==> src/rtl/sd_spi_pkg.sv <==
// sd_spi_pkg: shared definitions for the SD-card SPI master.
//   spi_cmd_e : 2-bit control codes latched by the port controller
//   state_e   : transfer sequencer states
//   DEF_*     : default divider / preamble constants (25 MHz system clock)
package sd_spi_pkg;

    typedef enum logic [1:0] {
        SPI_PUT  = 2'd0,
        SPI_INIT = 2'd1,
        SPI_CE0  = 2'd2,
        SPI_CE1  = 2'd3
    } spi_cmd_e;

    typedef enum logic [1:0] {
        ST_IDLE,
        ST_SHIFT,
        ST_INIT,
        ST_FIN
    } state_e;

    localparam int unsigned DIV_W         = 8;
    localparam int unsigned DEF_DIV_FAST  = 1;   // 25 MHz / 4  = 6.25 MHz
    localparam int unsigned DEF_DIV_SLOW  = 31;  // 25 MHz / 64 ~ 390 kHz
    localparam int unsigned DEF_INIT_CLKS = 80;

endpackage

==> src/rtl/sd_spi_if.sv <==
// sd_spi_if: command/status bus between the port controller and sd_spi.
//   start : one-cycle command strobe       ctl  : command code
//   din   : byte to transmit (PUT)         fast : divider select for PUT
//   busy  : transfer in progress           done : one-cycle end-of-command pulse
//   dout  : last received byte
// master = controller side, slave = sd_spi side.
interface sd_spi_if;
    logic       start;
    logic [1:0] ctl;
    logic [7:0] din;
    logic       fast;
    logic       busy;
    logic       done;
    logic [7:0] dout;

    modport master (
        output start, ctl, din, fast,
        input  busy, done, dout
    );

    modport slave (
        input  start, ctl, din, fast,
        output busy, done, dout
    );
endinterface

==> src/rtl/sd_spi_tick.sv <==
// sd_spi_tick: loadable down-counter that emits a one-cycle tick every
// div+1 enabled clocks. The divider is captured on load so later changes
// on div do not affect a running transfer.
//   clock, reset : system clock, synchronous active-high reset
//   load         : restart counter with div (command accepted)
//   div          : half-period minus one, in clocks
//   en           : count enable (transfer active)
//   tick         : one-cycle pulse, toggles SCK
module sd_spi_tick
    import sd_spi_pkg::*;
(
    input  logic             clock,
    input  logic             reset,
    input  logic             load,
    input  logic [DIV_W-1:0] div,
    input  logic             en,
    output logic             tick
);

    logic [DIV_W-1:0] div_q, div_d;
    logic [DIV_W-1:0] cnt_q, cnt_d;

    always_comb begin
        div_d = div_q;
        cnt_d = cnt_q;
        if (load) begin
            div_d = div;
            cnt_d = div;
        end else if (en) begin
            cnt_d = (cnt_q == '0) ? div_q : cnt_q - 1'b1;
        end
    end

    assign tick = en && (cnt_q == '0);

    always_ff @(posedge clock) begin
        if (reset) begin
            div_q <= '0;
            cnt_q <= '0;
        end else begin
            div_q <= div_d;
            cnt_q <= cnt_d;
        end
    end

endmodule

==> src/rtl/sd_spi.sv <==
// sd_spi: SPI mode-0 master (MSB first) for the SD card.
//   clock, reset : 25 MHz system clock, synchronous active-high reset
//   bus          : controller command/status bus (sd_spi_if.slave)
//   sd_clk       : SCK, idles low
//   sd_mosi      : MOSI, idles high, changes only while SCK is low
//   sd_miso      : MISO, sampled on the clock SCK rises
//   sd_cs_n      : chip select, active low
// Commands: PUT shifts one byte, INIT emits INIT_CLKS slow pulses with CS_n
// and MOSI high, CE0/CE1 drive CS_n low/high. Every command ends in a
// one-cycle FIN state with done asserted; FIN may accept the next start.
module sd_spi
    import sd_spi_pkg::*;
#(
    parameter int unsigned DIV_FAST  = DEF_DIV_FAST,
    parameter int unsigned DIV_SLOW  = DEF_DIV_SLOW,
    parameter int unsigned INIT_CLKS = DEF_INIT_CLKS
) (
    input  logic     clock,
    input  logic     reset,
    sd_spi_if.slave  bus,
    output logic     sd_clk,
    output logic     sd_mosi,
    input  logic     sd_miso,
    output logic     sd_cs_n
);

    localparam logic [DIV_W-1:0] DIV_F     = DIV_W'(DIV_FAST);
    localparam logic [DIV_W-1:0] DIV_S     = DIV_W'(DIV_SLOW);
    localparam logic [7:0]       INIT_LAST = 8'(INIT_CLKS - 1);

    state_e      state_q, state_d;
    logic        sck_q, sck_d;
    logic        mosi_q, mosi_d;
    logic        cs_n_q, cs_n_d;
    logic        busy_q, busy_d;
    logic        done_q, done_d;
    logic [7:0]  dout_q, dout_d;
    logic [7:0]  tx_q, tx_d;
    logic [7:0]  rx_q, rx_d;
    logic [7:0]  cnt_q, cnt_d;      // falling edges (PUT) or pulses (INIT)

    logic             accept;
    logic [DIV_W-1:0] div_sel;
    logic             tick;

    assign accept  = bus.start && (state_q == ST_IDLE || state_q == ST_FIN);
    assign div_sel = (bus.ctl == SPI_PUT && bus.fast) ? DIV_F : DIV_S;

    sd_spi_tick u_tick (
        .clock (clock),
        .reset (reset),
        .load  (accept),
        .div   (div_sel),
        .en    (state_q == ST_SHIFT || state_q == ST_INIT),
        .tick  (tick)
    );

    always_comb begin
        state_d = state_q;
        sck_d   = sck_q;
        mosi_d  = mosi_q;
        cs_n_d  = cs_n_q;
        busy_d  = busy_q;
        done_d  = 1'b0;
        dout_d  = dout_q;
        tx_d    = tx_q;
        rx_d    = rx_q;
        cnt_d   = cnt_q;

        case (state_q)
            ST_IDLE, ST_FIN: begin
                state_d = ST_IDLE;
                if (accept) begin
                    sck_d = 1'b0;
                    cnt_d = '0;
                    case (bus.ctl)
                        SPI_PUT: begin
                            state_d = ST_SHIFT;
                            busy_d  = 1'b1;
                            tx_d    = bus.din;
                            mosi_d  = bus.din[7];
                        end
                        SPI_INIT: begin
                            state_d = ST_INIT;
                            busy_d  = 1'b1;
                            cs_n_d  = 1'b1;
                            mosi_d  = 1'b1;
                        end
                        SPI_CE0: begin
                            state_d = ST_FIN;
                            cs_n_d  = 1'b0;
                            done_d  = 1'b1;
                        end
                        default: begin
                            state_d = ST_FIN;
                            cs_n_d  = 1'b1;
                            done_d  = 1'b1;
                        end
                    endcase
                end
            end

            ST_SHIFT: begin
                if (tick) begin
                    if (!sck_q) begin
                        sck_d = 1'b1;
                        rx_d  = {rx_q[6:0], sd_miso};
                    end else begin
                        sck_d = 1'b0;
                        if (cnt_q == 8'd7) begin
                            // 8th falling edge: no further shift, MOSI back to idle
                            state_d = ST_FIN;
                            busy_d  = 1'b0;
                            done_d  = 1'b1;
                            dout_d  = rx_q;
                            mosi_d  = 1'b1;
                        end else begin
                            cnt_d  = cnt_q + 1'b1;
                            tx_d   = {tx_q[6:0], 1'b1};
                            mosi_d = tx_q[6];
                        end
                    end
                end
            end

            ST_INIT: begin
                if (tick) begin
                    if (!sck_q) begin
                        sck_d = 1'b1;
                    end else begin
                        sck_d = 1'b0;
                        if (cnt_q == INIT_LAST) begin
                            state_d = ST_FIN;
                            busy_d  = 1'b0;
                            done_d  = 1'b1;
                            dout_d  = 8'hFF;
                        end else begin
                            cnt_d = cnt_q + 1'b1;
                        end
                    end
                end
            end

            default: state_d = ST_IDLE;
        endcase
    end

    always_ff @(posedge clock) begin
        if (reset) begin
            state_q <= ST_IDLE;
            sck_q   <= 1'b0;
            mosi_q  <= 1'b1;
            cs_n_q  <= 1'b1;
            busy_q  <= 1'b0;
            done_q  <= 1'b0;
            dout_q  <= 8'hFF;
            tx_q    <= '1;
            rx_q    <= '1;
            cnt_q   <= '0;
        end else begin
            state_q <= state_d;
            sck_q   <= sck_d;
            mosi_q  <= mosi_d;
            cs_n_q  <= cs_n_d;
            busy_q  <= busy_d;
            done_q  <= done_d;
            dout_q  <= dout_d;
            tx_q    <= tx_d;
            rx_q    <= rx_d;
            cnt_q   <= cnt_d;
        end
    end

    assign sd_clk   = sck_q;
    assign sd_mosi  = mosi_q;
    assign sd_cs_n  = cs_n_q;
    assign bus.busy = busy_q;
    assign bus.done = done_q;
    assign bus.dout = dout_q;

endmodule

==> src/flat_wrapper.sv <==
// flat-port wrapper written by rule: the top's interface ports become plain ports
module sd_spi_flat import sd_spi_pkg::*;
#(
    parameter int unsigned DIV_FAST  = DEF_DIV_FAST,
    parameter int unsigned DIV_SLOW  = DEF_DIV_SLOW,
    parameter int unsigned INIT_CLKS = DEF_INIT_CLKS
)
  (clock, reset, sd_clk, sd_mosi, sd_miso, sd_cs_n, bus_start, bus_ctl, bus_din, bus_fast, bus_busy, bus_done, bus_dout);
  sd_spi_if bus_i ();
  input  logic clock;
  input  logic reset;
  output logic sd_clk;
  output logic sd_mosi;
  input  logic sd_miso;
  output logic sd_cs_n;
  input wire logic [$bits(bus_i.start)-1:0] bus_start;
  input wire logic [$bits(bus_i.ctl)-1:0] bus_ctl;
  input wire logic [$bits(bus_i.din)-1:0] bus_din;
  input wire logic [$bits(bus_i.fast)-1:0] bus_fast;
  output wire logic [$bits(bus_i.busy)-1:0] bus_busy;
  output wire logic [$bits(bus_i.done)-1:0] bus_done;
  output wire logic [$bits(bus_i.dout)-1:0] bus_dout;
  assign bus_i.start = bus_start;
  assign bus_i.ctl = bus_ctl;
  assign bus_i.din = bus_din;
  assign bus_i.fast = bus_fast;
  assign bus_busy = bus_i.busy;
  assign bus_done = bus_i.done;
  assign bus_dout = bus_i.dout;
  sd_spi #(.DIV_FAST(DIV_FAST), .DIV_SLOW(DIV_SLOW), .INIT_CLKS(INIT_CLKS)) u_core (.clock(clock), .reset(reset), .bus(bus_i), .sd_clk(sd_clk), .sd_mosi(sd_mosi), .sd_miso(sd_miso), .sd_cs_n(sd_cs_n));
endmodule
==> config.mk <==
export PLATFORM = sky130hd
export DESIGN_NAME = sd_spi_flat
export DESIGN_NICKNAME = d
export VERILOG_FILES = /design/src/rtl/sd_spi_pkg.sv /design/src/rtl/sd_spi_if.sv /design/src/rtl/sd_spi_tick.sv /design/src/rtl/sd_spi.sv /design/src/flat_wrapper.sv
export SDC_FILE = /design/constraint.sdc
export NUM_CORES = 1
export LEC_CHECK = 0
export BUFFER_PORTS_ARGS = -buffer_cell sky130_fd_sc_hd__buf_2
export CAP_MARGIN = 40
export CORE_MARGIN = 5
export CORE_UTILIZATION = 36
export CTS_CLUSTER_SIZE = 30
export DETAILED_ROUTE_END_ITERATION = 8
export MAX_ROUTING_LAYER = met4
export PLACE_DENSITY_LB_ADDON = 0.15
export SLEW_MARGIN = 20
export SYNTH_ARGS = -nofsm -noshare
export SYNTH_HDL_FRONTEND = slang
export SYNTH_SLANG_ARGS = --single-unit
==> constraint.sdc <==
create_clock -name clock -period 2.47 [get_ports clock]
set_input_delay 0.494 -clock clock [delete_from_list [all_inputs] [get_ports clock]]
set_output_delay 0.494 -clock clock [all_outputs]
set_load 0.02 [all_outputs]
# After elaboration in Yosys (flattened, before gate mapping)
# Index checks and enable logic that the tools add are counted.
totals:
  out_inout_bits: 13
  reg_bits: 54
  ramBits: 0
  wordCells: 122
  romBits: 0
  latch_bits: 0
  n_memories: 0
  input_bits: 15
classes:
  eq_ne: 20
  div_mod_pow: 0
  n_reduce_logical: 23
  mux: 63
  addsub: 2
  shift: 0
  bitwise: 2
  mul: 0
  n_lt_le_gt_ge: 0
op_table:
  columns: ["cell", "n"]
  rows:
  - ["8-bit 2-to-1 mux", 16]
  - ["7-bit 2-to-1 mux", 5]
  - ["8-bit one-hot mux with 3 select lines", 1]
  - ["1-bit 2-to-1 mux", 23]
  - ["8-bit one-hot mux with 2 select lines", 1]
  - ["2-bit 2-to-1 mux", 7]
  - ["2-bit by 1-bit != test with 1-bit output, second input constant", 7]
  - ["7-bit one-hot mux with 2 select lines", 1]
  - ["7-bit AND reduction", 2]
  - ["6-bit AND reduction", 2]
  - ["2-bit != test, second input constant", 5]
  - ["8-bit by 1-bit adder with 8-bit output, second input constant", 1]
  - ["8-bit by 3-bit == test with 1-bit output, second input constant", 1]
  - ["8-bit by 7-bit == test with 1-bit output, second input constant", 1]
  - ["8-bit zero test", 1]
  - ["1-bit one-hot mux with 2 select lines", 4]
  - ["8-bit AND reduction", 1]
  - ["8-bit by 1-bit subtractor with 8-bit output, second input constant", 1]
  - ["2-bit == test, second input constant", 3]
  - ["1-bit one-hot mux with 3 select lines", 2]
  - ["2-bit one-hot mux with 3 select lines", 1]
  - ["3-bit AND reduction", 2]
  - ["2-bit nonzero test", 3]
  - ["2-bit OR reduction", 3]
  - ["10 further kinds", 16]

# Longest topological paths before layout
depth:
  ltp_word: 5
  depth_mapped: 9
  mapped_depth_nobuf: 7

# Hierarchy
# Synthesis repeated with hierarchy kept, for this count alone.
unflattened:
  hier_cells: 341
  area_unflattened_um2: 2921.6
by_module_without_submodules:
  columns: ["mod", "n_inst", "seq_area_each_um2", "cells_each", "area_per_inst_um2"]
  rows:
  - ["sd_spi", 1, 760.7, 241, 2011.9]
  - ["sd_spi_tick", 1, 320.3, 100, 909.6]

# Worst setup path before layout
# Ideal clock, no wire load.
synth_path:
  path_type: "reg-to-reg"
  start: "reg u_core.state_q[0]"
  end: "reg u_core.cnt_q[6]"
  n_path_buf: 0
  synth_period_minus_slack_ns: 2.262
  setup_time_ns: 0.117
  path_slack_ns: 0.208
  path_stages_with_launch: 8
  t_required_ns: 2.353
  t_arrival_ns: 2.145
  path_cell_list: "dfxtp_1 inv_1 ha_1 nor4b_4 o211ai_4 a21o_1 a211o_2 a32o_1"
synth_between:
  elab_chain_len: 5
  elab_cells_between_ends: 18
  cone_classes: "eq/ne (10); mux (1); reduce/logical (7)"
synth_rtl:
  columns: ["item", "line_no", "rtl"]
  rows:
  - ["start, declared", "sd_spi.sv:31", "state_e state_q, state_d;"]
  - ["start signal, assigned", "sd_spi.sv:161", "state_q <= state_d;"]
  - ["2-bit by 1-bit == test with 1-bit output (tied with other cells)", "sd_spi.sv:54, sd_spi.sv:70", null]
  - ["1-bit logical OR, on equally long branches", "sd_spi.sv:54, sd_spi.sv:46", null]
  - ["1-bit logical AND, on equally long branches", "sd_spi_tick.sv:34, sd_spi.sv:46", null]
  - ["2-bit by 1-bit != test with 1-bit output (no line)", null, null]
  - ["7-bit AND reduction (no line)", null, null]
  - ["end signal, assigned", "sd_spi.sv:170", "cnt_q <= cnt_d;"]
  - ["end, declared", "sd_spi.sv:40", "logic [7:0] cnt_q, cnt_d;"]
# Several ways; a longest one is shown, not always the timed one.
# A chain may end at the register's enable or synchronous reset.

# Worst setup path in the final report
layout_path:
  start: "reg u_core.state_q[0]"
  end: "reg u_core.cnt_q[4]"
# The elaborated chain is that of the path after synthesis.

==> impl_metrics.toml <==
[final_layout]
fin_cells = 400
drive_above_1_share = 0.197
num-fill-cells = 718
diodes = 0
layout.nets = 340
area_delta_synth_final_pct = 13.6

[cts]
cts_root_buf = "clkbuf_8"
cts_hold_buf = 0
cts_buffers = 5
cts_num_sinks = 48
cts.path.max_buffers = 2
htree_levels = 2
cts_tree = "done"
clk_pin_slew_ns = 0.11
clock_latency_ns = 0.31

[sta]
slew_viol_final = 0
holdWs_ns = 0.389
period_minus_slack_ns = 2.29
setup_viol = 0
finalClockSkew_ns = 0.0139
hold_viol_final = 0
rsz0062_at_grt = "false"
setup_tns_ns = 0
tightestPinTransition_ns = 0.655
timing.fmax_ghz = 0.436
fin_crit_sh = 0.928
slew-limit-headroom = 0.562

[hold_path]
hold_class = "in2reg"

[synthesis]
async_reset_ff_frac = 0
synth_top_area_cell = "dfxtp_1"
synth-edff-count = 0
synth_top_area_frac = 0.386
syn-mean-instance-area_um2 = 8.62
yosysUniqueCellTypes = 50
synth_seq_cells = 48
synthTopCellsByArea = "dfxtp_1 39%, mux2i_1 6.0%, nand2_1 5.9%"
syn_nets = 310
seq_area_frac_synth = 0.386
syn_inst = 289
syn-cell-area_mm2 = 0.00249
yosysWarnings = 0
synth_ff_type = "dfxtp_1"

[setup_path]
cp-end-kind = "register"
start_kind = "register"
worstSetupPathType = "reg2reg"
critical_path_required_ns = 2.67
worstPathArrival_ns = 2.49
crit_path_max_fanout = 10

[floorplan]
io_pins = 28
start_util = 0.369
fp-row-count = 30
fp.dieW_um = 93.2
dieArea_mm2 = 0.00868
core_mm2 = 0.00676
die_h_um = 93.2

[detailed_routing]
drt-met1-wl_um = 3050
firstDrtPassIters = 4
routed_via_density = 5.48
route.met2.wl_um = 2500
top_layer = "met4"
num_vias = 2190
drc = 0
initialDrtViolationCount = 111
wl_met3_um = 284
ant_nets = 0
routedWlPerCell_um = 14.9
routed_wl_um = 5940

[global_route]
grt_pass1_wl_um = 10000
grt_pass1_vias = 2019
grtUsageTotal = 0.147
grt.overflow.total = 0
grt_max_degree = 39
antenna_found_initial = 0

[placed_design]
dp_hpwl_um = 4110
dp.cells = 390
portBuffers = 27
gp_congestion = 0.795

[power_and_ir_drop]
p_per_area_mw_per_mm2 = 1220
peakVddDrop_mv = 0.317
cellLeakagePower_nw = 1.11

[flow_run]
max_cap_violations = 0

[status]
status = "finished, final reports clean"
cell usage after synthesis, drive strengths merged (2+ instances only):
cell type / number
and3: 4
buf: 6
a21o: 3
nor4: 3
and2: 3
nand2b: 2
a211oi: 4
a21oi: 17
clkbuf: 8
nor2: 28
nand3: 18
a31oi: 7
mux2i: 15
nand2: 39
o22a: 2
inv: 9
a311oi: 4
nor3b: 2
nor3: 16
o21ai: 12
ha: 6
dfxtp: 48
o211ai: 5
nand4: 4
mux2: 6
worst paths after layout:
path	startpoint	endpoint	slack [ns]	cells past startpoint
max	u_core.state_q[0]$_SDFFE_PP0P_	u_core.cnt_q[4]$_SDFFE_PP0P_	0.18	8
min	sd_miso	u_core.rx_q[0]$_SDFFE_PP1P_	0.39	3
max reg2reg	u_core.state_q[0]$_SDFFE_PP0P_	u_core.cnt_q[4]$_SDFFE_PP0P_	0.18	8
min reg2reg	u_core.tx_q[1]$_SDFFE_PP1P_	u_core.tx_q[1]$_SDFFE_PP1P_	0.48	2
cells by family after synthesis:
| kind of cell | after synthesis | synth area share |
|---|---|---|
| AND/OR/NAND/NOR | 126 | 0.254 |
| buffers and inverters | 24 | 0.0563 |
| adder cells (fa/ha/maj) | 6 | 0.0301 |
| flip-flops | 48 | 0.386 |
| AO/OA/AOI/OAI | 63 | 0.182 |
| XOR/XNOR | 1 | 0.00352 |
| multiplexers | 21 | 0.0874 |
report_power, final:
part	switching [mW]	internal [mW]	leakage [nW]
registers	0.162	0.940	0.392
clock network	0.294	0.306	0.0548
logic	1.01	0.745	0.662
placed cells by master, fill, tap and decap left out, drive strengths merged, types with 3 or more instances in the layout:
master / instances
dfxtp: 48
nor4: 3
buf: 38
nand4: 4
o211ai: 5
nor2: 28
a311oi: 4
a211oi: 4
and3: 4
ha: 6
inv: 10
and2: 3
o21ai: 12
a31oi: 7
a21oi: 17
nor3: 16
a21o: 3
clkbuf: 5
nand2: 39
mux2: 6
mux2i: 15
nand3: 18
worst max-delay path, stage by stage, from the launching register on:
cell and delay [ns]:
dfxtp_1 0.38, inv_1 0.07, ha_1 0.35, nor4b_4 0.22
buf_4 0.19, o211ai_4 0.10, a21o_1 0.28, o311a_2 0.40
a31o_1 0.18
what timing repair did:
item                       CTS  global route
buffers inserted             0             2
setup endpoints to repair    0            11
resized for setup            0             0
final cells by class:
type	count	area (um^2)	area share
Clock buffer	5	68.8	0.0243
Clock inverter	3	46.3	0.0164
Inverter	9	33.8	0.0119
Tap cell	80	100	0.0354
Timing Repair Buffer	38	230	0.0814
Multi-Input combinational cell	217	1390	0.491
Sequential cell	48	961	0.340
registers in the layout, indices dropped and copies added, names as in the netlist:
name                 cells
u_core.bus.dout          8
u_core.u_tick.div_q      2
u_core.sd_cs_n           1
u_core.bus.busy          1
u_core.u_tick.cnt_q      8
u_core.tx_q              7
u_core.rx_q              8
u_core.state_q           2
u_core.sd_mosi           1
u_core.sd_clk            1
u_core.bus.done          1
u_core.cnt_q             8
through the flow:
step           cell area [um^2]  setup slack [ns]   util  power, mW
3_3_place_gp               2690             0.144  0.398       2.80
3_5_place_dp               2690            0.0680  0.398       2.80
4_1_cts                    2800            0.0387  0.415       3.41
6_report                   2830             0.177  0.419       3.46
2_1_floorplan              2490             0.208      -       2.43
5_1_grt                    2830            0.0961  0.419       3.71
routing by layer:
layer / up-vias / track usage
li1: 1095 / -
met1: 1031 / 0.202
met2: 54 / 0.211
met3: 10 / 0.0298
met4: 0 / 0.0586
met5: - / -
Note: power is estimated with default switching activity, not from simulation.
